===== src/rtl/brush_pkg.sv =====
// rtl/brush_pkg.sv - shared defaults and FSM state type for the brush stamper
package brush_pkg;

   localparam int DEF_H_RES     = 640;
   localparam int DEF_V_RES     = 360;
   localparam int DEF_FB_ADDR_W = 18;
   localparam int DEF_COLOR_W   = 4;

   localparam int X_W = 10;
   localparam int Y_W = 9;
   localparam int R_W = 3;

   typedef enum logic [1:0] {
      IDLE  = 2'd0,
      SETUP = 2'd1,
      WRITE = 2'd2,
      DONE  = 2'd3
   } state_t;

endpackage


===== src/rtl/brush_clip.sv =====
// rtl/brush_clip.sv - clamps the brush centre and clips the square to the framebuffer
module brush_clip
   import brush_pkg::*;
#(
   parameter int H_RES     = DEF_H_RES,
   parameter int V_RES     = DEF_V_RES,
   parameter int FB_ADDR_W = DEF_FB_ADDR_W
) (
   input  logic [X_W-1:0]       i_x,
   input  logic [Y_W-1:0]       i_y,
   input  logic [R_W-1:0]       i_r,
   output logic [X_W-1:0]       o_x0,
   output logic [X_W-1:0]       o_x1,
   output logic [Y_W-1:0]       o_y0,
   output logic [Y_W-1:0]       o_y1,
   output logic [FB_ADDR_W-1:0] o_row_base
);

   localparam logic [X_W-1:0] X_MAX = X_W'(H_RES - 1);
   localparam logic [Y_W-1:0] Y_MAX = Y_W'(V_RES - 1);

   logic [X_W-1:0] w_xc;
   logic [Y_W-1:0] w_yc;
   logic [X_W-1:0] w_rx;
   logic [Y_W-1:0] w_ry;
   logic [X_W:0]   w_xr;
   logic [Y_W:0]   w_yr;

   // Sums carry one extra bit so the upper bound never wraps before clipping.
   always_comb begin
      w_xc = (i_x > X_MAX) ? X_MAX : i_x;
      w_yc = (i_y > Y_MAX) ? Y_MAX : i_y;
      w_rx = X_W'(i_r);
      w_ry = Y_W'(i_r);
      w_xr = {1'b0, w_xc} + {1'b0, w_rx};
      w_yr = {1'b0, w_yc} + {1'b0, w_ry};
      o_x0 = (w_xc >= w_rx) ? (w_xc - w_rx) : '0;
      o_y0 = (w_yc >= w_ry) ? (w_yc - w_ry) : '0;
      o_x1 = (w_xr > {1'b0, X_MAX}) ? X_MAX : w_xr[X_W-1:0];
      o_y1 = (w_yr > {1'b0, Y_MAX}) ? Y_MAX : w_yr[Y_W-1:0];
   end

   generate
      if (H_RES == 640) begin : g_shift_add
         assign o_row_base = (FB_ADDR_W'(o_y0) << 9) + (FB_ADDR_W'(o_y0) << 7);
      end else begin : g_mult
         assign o_row_base = FB_ADDR_W'(o_y0) * FB_ADDR_W'(H_RES);
      end
   endgenerate

endmodule


===== src/rtl/brush_stamper.sv =====
// rtl/brush_stamper.sv - rasterises a clipped square brush into the framebuffer per frame
module brush_stamper
   import brush_pkg::*;
#(
   parameter int H_RES     = DEF_H_RES,
   parameter int V_RES     = DEF_V_RES,
   parameter int FB_ADDR_W = DEF_FB_ADDR_W,
   parameter int COLOR_W   = DEF_COLOR_W
) (
   input  logic                 clk_in,
   input  logic                 rst_in,
   input  logic [X_W-1:0]       cursor_loc_x,
   input  logic [Y_W-1:0]       cursor_loc_y,
   input  logic [COLOR_W-1:0]   cursor_color,
   input  logic [R_W-1:0]       stroke_width,
   input  logic                 pen_down_in,
   input  logic                 nf_in,
   output logic [FB_ADDR_W-1:0] fb_addr_out,
   output logic [COLOR_W-1:0]   fb_data_out,
   output logic                 fb_we_out,
   input  logic                 fb_ready_in,
   output logic                 busy_out,
   output logic                 stamp_done_out
);

   state_t r_state;
   state_t w_next;

   logic [X_W-1:0]       r_x;
   logic [Y_W-1:0]       r_y;
   logic [COLOR_W-1:0]   r_color;
   logic [R_W-1:0]       r_r;
   logic [X_W-1:0]       r_x0;
   logic [X_W-1:0]       r_x1;
   logic [Y_W-1:0]       r_y1;
   logic [X_W-1:0]       r_cx;
   logic [Y_W-1:0]       r_cy;
   logic [FB_ADDR_W-1:0] r_addr;
   logic [FB_ADDR_W-1:0] r_row_step;

   logic [X_W-1:0]       w_x0;
   logic [X_W-1:0]       w_x1;
   logic [Y_W-1:0]       w_y0;
   logic [Y_W-1:0]       w_y1;
   logic [FB_ADDR_W-1:0] w_row_base;
   logic                 w_trigger;
   logic                 w_accept;
   logic                 w_last_col;
   logic                 w_last_pix;

   brush_clip #(
      .H_RES     (H_RES),
      .V_RES     (V_RES),
      .FB_ADDR_W (FB_ADDR_W)
   ) u_clip (
      .i_x        (r_x),
      .i_y        (r_y),
      .i_r        (r_r),
      .o_x0       (w_x0),
      .o_x1       (w_x1),
      .o_y0       (w_y0),
      .o_y1       (w_y1),
      .o_row_base (w_row_base)
   );

   assign w_trigger  = nf_in && pen_down_in;
   assign w_accept   = fb_we_out && fb_ready_in;
   assign w_last_col = (r_cx == r_x1);
   assign w_last_pix = w_last_col && (r_cy == r_y1);

   always_ff @(posedge clk_in or negedge rst_in) begin
      if (!rst_in) begin
         r_state <= IDLE;
      end else begin
         r_state <= w_next;
      end
   end

   always_comb begin
      w_next         = r_state;
      fb_we_out      = 1'b0;
      busy_out       = 1'b1;
      stamp_done_out = 1'b0;
      case (r_state)
         IDLE: begin
            busy_out = 1'b0;
            if (w_trigger) begin
               w_next = SETUP;
            end
         end
         SETUP: begin
            w_next = WRITE;
         end
         WRITE: begin
            fb_we_out = 1'b1;
            if (w_accept && w_last_pix) begin
               w_next = DONE;
            end
         end
         DONE: begin
            stamp_done_out = 1'b1;
            w_next         = IDLE;
         end
         default: begin
            w_next = IDLE;
         end
      endcase
   end

   // Row step lands on x0 of the next row from x1 of the current one.
   always_ff @(posedge clk_in or negedge rst_in) begin
      if (!rst_in) begin
         r_x        <= '0;
         r_y        <= '0;
         r_color    <= '0;
         r_r        <= '0;
         r_x0       <= '0;
         r_x1       <= '0;
         r_y1       <= '0;
         r_cx       <= '0;
         r_cy       <= '0;
         r_addr     <= '0;
         r_row_step <= '0;
      end else begin
         case (r_state)
            IDLE: begin
               if (w_trigger) begin
                  r_x     <= cursor_loc_x;
                  r_y     <= cursor_loc_y;
                  r_color <= cursor_color;
                  r_r     <= stroke_width;
               end
            end
            SETUP: begin
               r_x0       <= w_x0;
               r_x1       <= w_x1;
               r_y1       <= w_y1;
               r_cx       <= w_x0;
               r_cy       <= w_y0;
               r_addr     <= w_row_base + FB_ADDR_W'(w_x0);
               r_row_step <= FB_ADDR_W'(H_RES) - FB_ADDR_W'(w_x1 - w_x0);
            end
            WRITE: begin
               if (w_accept && !w_last_pix) begin
                  if (w_last_col) begin
                     r_cx   <= r_x0;
                     r_cy   <= r_cy + 1'b1;
                     r_addr <= r_addr + r_row_step;
                  end else begin
                     r_cx   <= r_cx + 1'b1;
                     r_addr <= r_addr + 1'b1;
                  end
               end
            end
            default: begin
            end
         endcase
      end
   end

   assign fb_addr_out = r_addr;
   assign fb_data_out = r_color;

endmodule


===== config.mk =====
export PLATFORM = sky130hd
export DESIGN_NAME = brush_stamper
export DESIGN_NICKNAME = d
export VERILOG_FILES = /design/src/rtl/brush_pkg.sv /design/src/rtl/brush_clip.sv /design/src/rtl/brush_stamper.sv
export SDC_FILE = /design/constraint.sdc
export NUM_CORES = 1
export LEC_CHECK = 0
export CAP_MARGIN = 20
export CORE_MARGIN = 2
export CORE_UTILIZATION = 50
export DETAILED_ROUTE_END_ITERATION = 8
export GPL_ROUTABILITY_DRIVEN = 0
export PLACE_DENSITY_LB_ADDON = 0.12
export SYNTH_ARGS = -nofsm -noshare
export SYNTH_HDL_FRONTEND = slang
export SYNTH_HIERARCHICAL = 1
export SYNTH_SLANG_ARGS = --single-unit

===== constraint.sdc =====
create_clock -name clk_in -period 13.8 [get_ports clk_in]
set_input_delay 1.38 -clock clk_in [delete_from_list [all_inputs] [get_ports clk_in]]
set_output_delay 1.38 -clock clk_in [all_outputs]
set_load 0.01 [all_outputs]

==> metrics, run 1 <==
main combinational cell family by area after synthesis simple AND/OR/NAND/NOR gates; Detail Route Antenna Nets 0; Synth Area in XOR/XNOR 0.0892; number of flops mapped to enable cells by yosys 0; slowest stage cell, crit path dfrtp_1; min-delay worst type register to register; largest net degree at the start of global routing 56; total track usage 0.226; share of layout cells above drive strength 1 0.115; commonest non-fill, non-tap cells in the layout dfrtp_1 (106), nor2_1 (89), a21oi_1 (74), nand2_1 (71), mux2_2 (63); status completed; FMAX 184 MHz; row count 48; PostCTS Resize Cnt 0; final wirelength 20400 um; register area share after synthesis 0.304; Area Growth Syn to Fin 11.7%; vias in the first global route 6532; grt ovf 0; Final period util 0.393; # hold bufs at CTS 0; multiplexer area fraction after synthesis 0.0984; die extent in x 136 um; async set-or-reset flop fraction in the synthesized netlist 1.00; Worst Path Max Fanout 10; critical path cell sequence nor2_1 > nor2_1 > o21ai_0 > nand2b_1 > ha_1 > or3b_1 > nand3_1 > nor2_1 > nor3_1 > ha_1 > inv_1 > fa_1 > nand2b_1 > a21oi_1 > o21ai_0 > a2111oi_0 > o22ai_1 > xor2_1 > a221oi_1; Hold Fails Final Rpt 0; Die Ht 136 um; Synth Flop Type dfrtp_1; clk root buf clkbuf_16; io pins 56; post-synthesis cell count 976; setup TNS 0 ns; Setup WS post-layout 8.37 ns; Slew headroom 0.382; Worst-path clk slew 0.07 ns; Num Clock Sinks 106; Post-Synthesis Cell Area 8740 sq um; TritonCTS Buffers 9; Warnings, synthesis 6; max incr delay on CP 0.48 ns; synth unique cells 86; Slew Limit Fails 0; clk buf depth 2; 1st-iter DRT viols 351; Adder-Cell Fraction of Synth Area 0.110; Req. time, crit path 14.05 ns; initial antenna violation count 0; Crit. End Element register; Final HPWL DP 15300 um; ranking of synthesized cells by area dfrtp_1 (30%), ha_1 (9.2%), mux2_2 (8.1%); RSZ-0062 raised after global routing no; clk_lat worst skew 0.35 ns; vias 7007; Pre-antenna DRT Iters 5; flops & latches, synth 106; CTS tree built; core area 17200 sq um; Nets 1116; vias per inst 5.64; final antenna diode count 0; Post-Syn Area per Cell 8.95 sq um; pre-CTS setup slack 8.42 ns; min cycle time layout 5.43 ns; WP data arrival 5.68 ns; CP Class register to register; Synth Area in Simple Gates 0.183; first-pass GRT wire length 33400 um; Setup Buffers After CTS 0; commonest non-fill, non-tap cell in the layout dfrtp_1; H-Tree Depth 3; die area 18600 sq um; worst slew pin tran 0.919 ns; Yosys top cell by area dfrtp_1; average wire per standard cell 16.4 um; Top Family by Delay on Critical Path simple AND/OR/NAND/NOR gates; final setup skew 0.00837 ns; # DRC 0; port bufs 55; max cap viols 0; Worst setup SP type register; final number of setup-violating endpoints 0; Synth top area share 0.304; cell mode on critical path nor2_1; CP Buf/Inv Count 1; compound-cell area share of the yosys netlist 0.171; Initial Utilization 0.509
routing by layer:
metal / vias to the layer above / global-route usage / wire length [um]
li1: 3538 / - / -
met1: 3289 / 0.327 / 10100
met2: 157 / 0.356 / 9110
met3: 23 / 0.0272 / 791
met4: 0 / 0.0625 / 329
met5: - / 0 / 0
logic make-up (layout without fill, tap and decap cells):
family                   Yosys count  after routing
flip-flops                       106            106
buffers and inverters             92            128
multiplexers                      78             78
other                              1              7
AO/OA/AOI/OAI                    227            227
adder cells (fa/ha/maj)           72             72
AND/OR/NAND/NOR                  311            311
XOR/XNOR                          89             89
path summary, 6_finish.rpt:
path                                    to  slack (ns)   start  cells past startpoint
max                        fb_addr_out[17]        8.37  r_y[3]                     19
min                                 r_y[0]        0.50  r_y[0]                      1
max reg2reg                fb_addr_out[17]        8.37  r_y[3]                     19
min reg2reg                         r_y[0]        0.50  r_y[0]                      1
max in group asynchronous          r_cx[1]       11.53  rst_in                      2
min in group asynchronous          r_y1[3]        1.07  rst_in                      1
sequential cells by signal (all words and copies together) (netlist names):
name         flops
r_cx            10
r_y1             9
r_x             10
r_x0            10
r_row_step      12
r_x1            10
r_cy             9
fb_addr_out     18
r_y              9
r_state          2
r_r              3
fb_data_out      4
final cells by class:
type                    instances  area, sq um
fillers                      1628         7420
multi-input cells             784         5740
flip-flops and latches        106         2650
repair buffers                 62          601
well taps                     225          282
clock buffers                  11          253
inverters                      50          188
clock inverters                 5         38.8
cell usage after synthesis (9+ instances only):
library cell,instances
a21o_1,9
a21oi_1,74
a31oi_1,11
and2_1,17
and3_1,16
buf_4,9
clkbuf_1,21
dfrtp_1,106
ha_1,64
inv_1,49
mux2_2,63
mux2i_1,15
nand2_1,71
nand2b_1,15
nand3_1,26
nor2_1,89
nor2b_1,11
nor3_1,15
o211ai_1,10
o21ai_0,42
xnor2_1,56
xor2_1,33
stage by stage:
step	instance area, sq um	util	hold slack (ns)	instances
after floorplan	8760	-	0.448	982
after global placement	9470	0.551	0.481	1227
after detailed placement	9470	0.551	0.487	1227
after CTS	9760	0.568	0.504	1243
after global routing	9760	0.568	0.518	1243
final	9760	0.568	0.505	1243
Power of run 1 is left out: the tool's default activity adds up to more than one toggle a clock period on the data nets, which glitch-free logic cannot reach.
==> run 2: changes to the inputs <==
clock period = 4.75 ns   (was 13.8 ns; I/O delays follow)
==> metrics, run 2 (synthesized netlist as in run 1, its figures left out) <==
post-layout instance area 10100 sq um (was 9760 sq um); Area Growth Syn to Fin 15.0% (was 11.7%); met2 Use GR 0.367 (was 0.356); slowest stage cell, crit path fa_1 (was dfrtp_1); grt ovf 0 (unchanged); CTS tree built (unchanged); final number of setup-violating endpoints 0 (unchanged); Top Family by Delay on Critical Path compound AO/OA/AOI/OAI gates (was simple AND/OR/NAND/NOR gates); Hold Fails Final Rpt 0 (unchanged); io pins 56 (unchanged); Num Clock Sinks 106 (unchanged); Detail Route Antenna Nets 0 (unchanged); setup TNS 0 ns (unchanged); Worst-path clk slew 0.07 ns (about the same); placed cell area 9650 sq um (was 9470 sq um); vias in the first global route 6792 (was 6532); CP Class register to register (unchanged); Final Instance Count excl. Fillers 1269 (was 1243); Final period util 0.946 (was 0.393); Die Ht 136 um (unchanged); WP data arrival 4.79 ns (was 5.68 ns); met1 Use GR 0.334 (was 0.327); commonest non-fill, non-tap cell in the layout dfrtp_1 (unchanged); # DRC 0 (unchanged); worst slew pin tran 0.640 ns (was 0.919 ns); max incr delay on CP 0.43 ns (was 0.48 ns); register area 2650 sq um (unchanged); Req. time, crit path 5.05 ns (was 14.05 ns); Post-Place Cells 1251 (was 1227); min cycle time layout 4.49 ns (was 5.43 ns); die area 18600 sq um (unchanged); max cap viols 0 (unchanged); average wire per standard cell 16.3 um (was 16.4 um); min-delay worst type input pin to asynchronous set/reset pin (was register to register); H-Tree Depth 3 (unchanged); RSZ-0062 raised after global routing yes (was no); Worst Path Max Fanout 7 (was 10); final setup skew 0.00668 ns (was 0.00837 ns); core area 17200 sq um (unchanged); Worst setup SP type register (unchanged); # fillers 1608 (was 1628); die extent in x 136 um (unchanged); vias per inst 5.66 (was 5.64); Multi-input gate area 5790 sq um (was 5740 sq um); met3 usage 0.0321 (was 0.0272); Slew headroom 0.572 (was 0.382); FMAX 222 MHz (was 184 MHz); 1st-iter DRT viols 413 (was 351); grt peak-use layer met2 (unchanged); CP Buf/Inv Count 0 (was 1); total track usage 0.234 (was 0.226); first-pass GRT wire length 34400 um (was 33400 um); # hold bufs at CTS 0 (unchanged); max FFs per register 18 (unchanged); row count 48 (unchanged); Slew Limit Fails 0 (unchanged); Crit. End Element register (unchanged); Final HPWL DP 15600 um (was 15300 um); Initial Utilization 0.509 (unchanged); final antenna diode count 0 (unchanged); vias 7182 (was 7007); clk buf depth 2 (unchanged); status completed (unchanged); critical path cell sequence o21ai_1 > nand2b_1 > ha_1 > fa_1 > a21o_1 > o21bai_1 > o2111ai_2 > nand2b_1 > ha_1 > nor2b_1 > o2111a_1 > or3_4 > a2111oi_4 > a21boi_2 > or3b_1 > nand3_1 (was nor2_1 > nor2_1 > o21ai_0 > nand2b_1 > ha_1 > or3b_1 > nand3_1 > nor2_1 > nor3_1 > ha_1 > inv_1 > fa_1 > nand2b_1 > a21oi_1 > o21ai_0 > a2111oi_0 > o22ai_1 > xor2_1 > a221oi_1); commonest non-fill, non-tap cells in the layout dfrtp_1 (106), nor2_1 (88), nand2_1 (71), a21oi_1 (71), mux2_2 (63) (was dfrtp_1 (106), nor2_1 (89), a21oi_1 (74), nand2_1 (71), mux2_2 (63)); Pre-antenna DRT Iters 5 (unchanged); largest net degree at the start of global routing 79 (was 56); TritonCTS Buffers 9 (unchanged); initial antenna violation count 0 (unchanged); Nets 1142 (was 1116); final wirelength 20700 um (was 20400 um); clk root buf clkbuf_16 (unchanged); port bufs 55 (unchanged); clk_lat worst skew 0.36 ns (was 0.35 ns); share of layout cells above drive strength 1 0.146 (was 0.115)
run 2: changes by cell type in the layout (fill, tap and decap cells not counted), sizes merged:
| cell | change |
|---|---|
| bufinv | +2 |
| clkinv | +2 |
| clkinvlp | -3 |
| buf | +26 |
| clkbuf | -1 |
run 2: cell type report:
| class | instances | share of cell area |
|---|---|---|
| Clock buffer | 10 | 0.0238 |
| Inverter | 50 | 0.0187 |
| Multi-Input combinational cell | 784 | 0.576 |
| Sequential cell | 106 | 0.264 |
| Clock inverter | 6 | 0.00896 |
| Timing Repair Buffer | 88 | 0.0804 |
| Tap cell | 225 | 0.0280 |
run 2: path summary, 6_finish.rpt:
check / from / endpoint / slack (ns) / depth (start not counted)
max: r_x[8] / r_row_step[10] / 0.26 / 16
min: rst_in / r_y1[7] / 0.07 / 1
max reg2reg: r_x[8] / r_row_step[10] / 0.26 / 16
min reg2reg: r_row_step[11] / r_row_step[11] / 0.50 / 2
max in group asynchronous: rst_in / r_x0[7] / 3.87 / 2
min in group clk_in: r_row_step[11] / r_row_step[11] / 0.50 / 2
run 2: worst reg2reg max path: cells and delay by family (launching register included):
family,cells,cell delay (ns)
DFF,1,0.38
adders and majority gates,3,0.91
AOI/OAI and AO/OA,7,1.80
and+or+nand+nor,6,1.36
run 2: through the flow:
stage                     setup slack, ns  utilization  hold slack (ns)
after CTS                          0.0141        0.581            0.330
after detailed placement           0.0471        0.562            0.478
after floorplan                     0.115            -            0.179
after global placement              0.192        0.562            0.481
after global routing              -0.0399        0.585            0.108
final                               0.256        0.585           0.0745
run 2: metal layers:
| layer | part of all wire | wire [um] |
|---|---|---|
| met3 | 0.038 | 792 |
| met2 | 0.45 | 9320 |
| met4 | 0.016 | 333 |
| met1 | 0.49 | 10200 |
| met5 | 0 | 0 |
run 2: what timing repair did:
action                                  4_1_cts  5_1_grt
endpoints found under the hold margin         0        0
buffers inserted                              0        1
endpoints found under the setup margin        0       10
gates resized for setup                       0       13
Power of run 2 is left out for the same reason.
==> run 3: changes to the inputs <==
CAP_MARGIN = unset   (was 20)
==> metrics, run 3 (synthesized netlist as in run 1, its figures left out) <==
status completed (unchanged); RR Endpoint r_row_step[10] (unchanged); vias per inst 5.68 (was 5.66); R2R depth 16 (unchanged); Initial Utilization 0.509 (unchanged); clk root buf clkbuf_16 (unchanged); average wire per standard cell 16.3 um (about the same); clk_lat worst skew 0.36 ns (about the same); Die Ht 136 um (unchanged); final number of setup-violating endpoints 0 (unchanged); total track usage 0.234 (unchanged); core area 17200 sq um (unchanged); FMAX 223 MHz (was 222 MHz); max cap viols 0 (unchanged); Final Instance Count excl. Fillers 1268 (was 1269); Worst-path clk slew 0.08 ns (was 0.07 ns); CTS tree built (unchanged); Nets 1141 (was 1142); initial antenna violation count 0 (unchanged); final setup skew 0.00755 ns (was 0.00668 ns); max incr delay on CP 0.43 ns (about the same); vias in the first global route 6792 (unchanged); CP Class register to register (unchanged); TritonCTS Buffers 9 (unchanged); Setup WS post-layout 0.262 ns (was 0.256 ns); commonest non-fill, non-tap cell in the layout dfrtp_1 (unchanged); Worst setup SP type register (unchanged); max FFs per register 18 (unchanged); grt ovf 0 (unchanged); setup TNS 0 ns (unchanged); # DRC 0 (unchanged); R2R Path Start r_x[8] (unchanged); crit path from r_x[8] (unchanged); Area Growth Syn to Fin 14.8% (was 15.0%); die area 18600 sq um (unchanged); clk buf depth 2 (unchanged); R2R setup slack 0.26 ns (about the same); port bufs 55 (unchanged); Pre-antenna DRT Iters 6 (was 5); # hold bufs at CTS 0 (unchanged); Worst Path Max Fanout 7 (unchanged); commonest non-fill, non-tap cells in the layout dfrtp_1 (106), nor2_1 (88), nand2_1 (71), a21oi_1 (71), mux2_2 (63) (unchanged); row count 48 (unchanged); worst slew pin tran 1.01 ns (was 0.640 ns); 1st-iter DRT viols 449 (was 413); Crit. End Element register (unchanged); io pins 56 (unchanged); min cycle time layout 4.49 ns (about the same); vias 7199 (was 7182); Final period util 0.945 (was 0.946); slowest stage cell, crit path fa_1 (unchanged); H-Tree Depth 3 (unchanged); Slew Limit Fails 0 (unchanged); Final HPWL DP 15600 um (unchanged); critical path cell sequence o21ai_1 > nand2b_1 > ha_1 > fa_1 > a21o_1 > o21bai_1 > o2111ai_2 > nand2b_1 > ha_1 > nor2b_1 > o2111a_1 > or3_4 > a2111oi_4 > a21boi_2 > or3b_1 > nand3_1 (unchanged); first-pass GRT wire length 34400 um (unchanged); Detail Route Antenna Nets 0 (unchanged); fin util 0.584 (was 0.585); share of layout cells above drive strength 1 0.145 (was 0.146); RSZ-0062 raised after global routing yes (unchanged); largest net degree at the start of global routing 79 (unchanged); Slew headroom 0.325 (was 0.572); Post-Place Cells 1251 (unchanged); WP data arrival 4.78 ns (was 4.79 ns); Hold Fails Final Rpt 0 (unchanged); pre-CTS setup slack 0.0471 ns (unchanged); die extent in x 136 um (unchanged); end point of the critical path r_row_step[10] (unchanged); final wirelength 20700 um (unchanged); final antenna diode count 0 (unchanged); Req. time, crit path 5.05 ns (about the same); min-delay worst type input pin to asynchronous set/reset pin (unchanged); Num Clock Sinks 106 (unchanged)
==> run 3: cell count changes in the layout (fill, tap and decap cells not counted) <==
cell	delta
buf_12	-1
==> run 3: worst min path at each step <==
| stage | endpoint | slack [ns] | startpoint |
|---|---|---|---|
| floorplan | fb_addr_out[0] | 0.18 | rst_in |
| global placement | r_row_step[11] | 0.48 | r_row_step[11] |
| detailed placement | r_row_step[11] | 0.48 | r_row_step[11] |
| CTS | r_cy[8] | 0.33 | rst_in |
| global route | r_cy[8] | 0.37 | rst_in |
| finish | r_cy[8] | 0.28 | rst_in |
==> run 3: what timing repair did <==
action | CTS | global route
resized for setup | 0 | 13
buffers inserted | 0 | 1
setup endpoints to repair | 0 | 10
==> run 3: cell type report <==
type | instances | area, sq um
multi-input combinational | 784 | 5790
clock inverter | 6 | 90.1
clock buffer | 10 | 239
inverter | 50 | 188
tap | 225 | 282
fill | 1610 | 7150
sequential | 106 | 2650
timing repair buffer | 87 | 788
==> run 3: per-stage QoR <==
step / area, sq um / hold WS (ns)
final: 10000 / 0.285
after CTS: 9970 / 0.330
after detailed placement: 9650 / 0.478
after global placement: 9650 / 0.481
after floorplan: 8760 / 0.179
after global routing: 10000 / 0.373
==> run 3: critical path, delay by kind of cell (launching register included) <==
| family | cells | cell delay, ns |
|---|---|---|
| fa+ha+maj | 3 | 0.91 |
| flops | 1 | 0.38 |
| compound gates | 7 | 1.79 |
| simple gates | 6 | 1.36 |
==> run 3: routing by layer <==
layer | vias to the layer above | share of wire | track usage
met5 | - | 0 | 0
met4 | 0 | 0.018 | 0.0747
met3 | 29 | 0.045 | 0.0321
met2 | 164 | 0.45 | 0.367
met1 | 3397 | 0.49 | 0.334
li1 | 3609 | - | -
Power of run 3 is left out for the same reason.
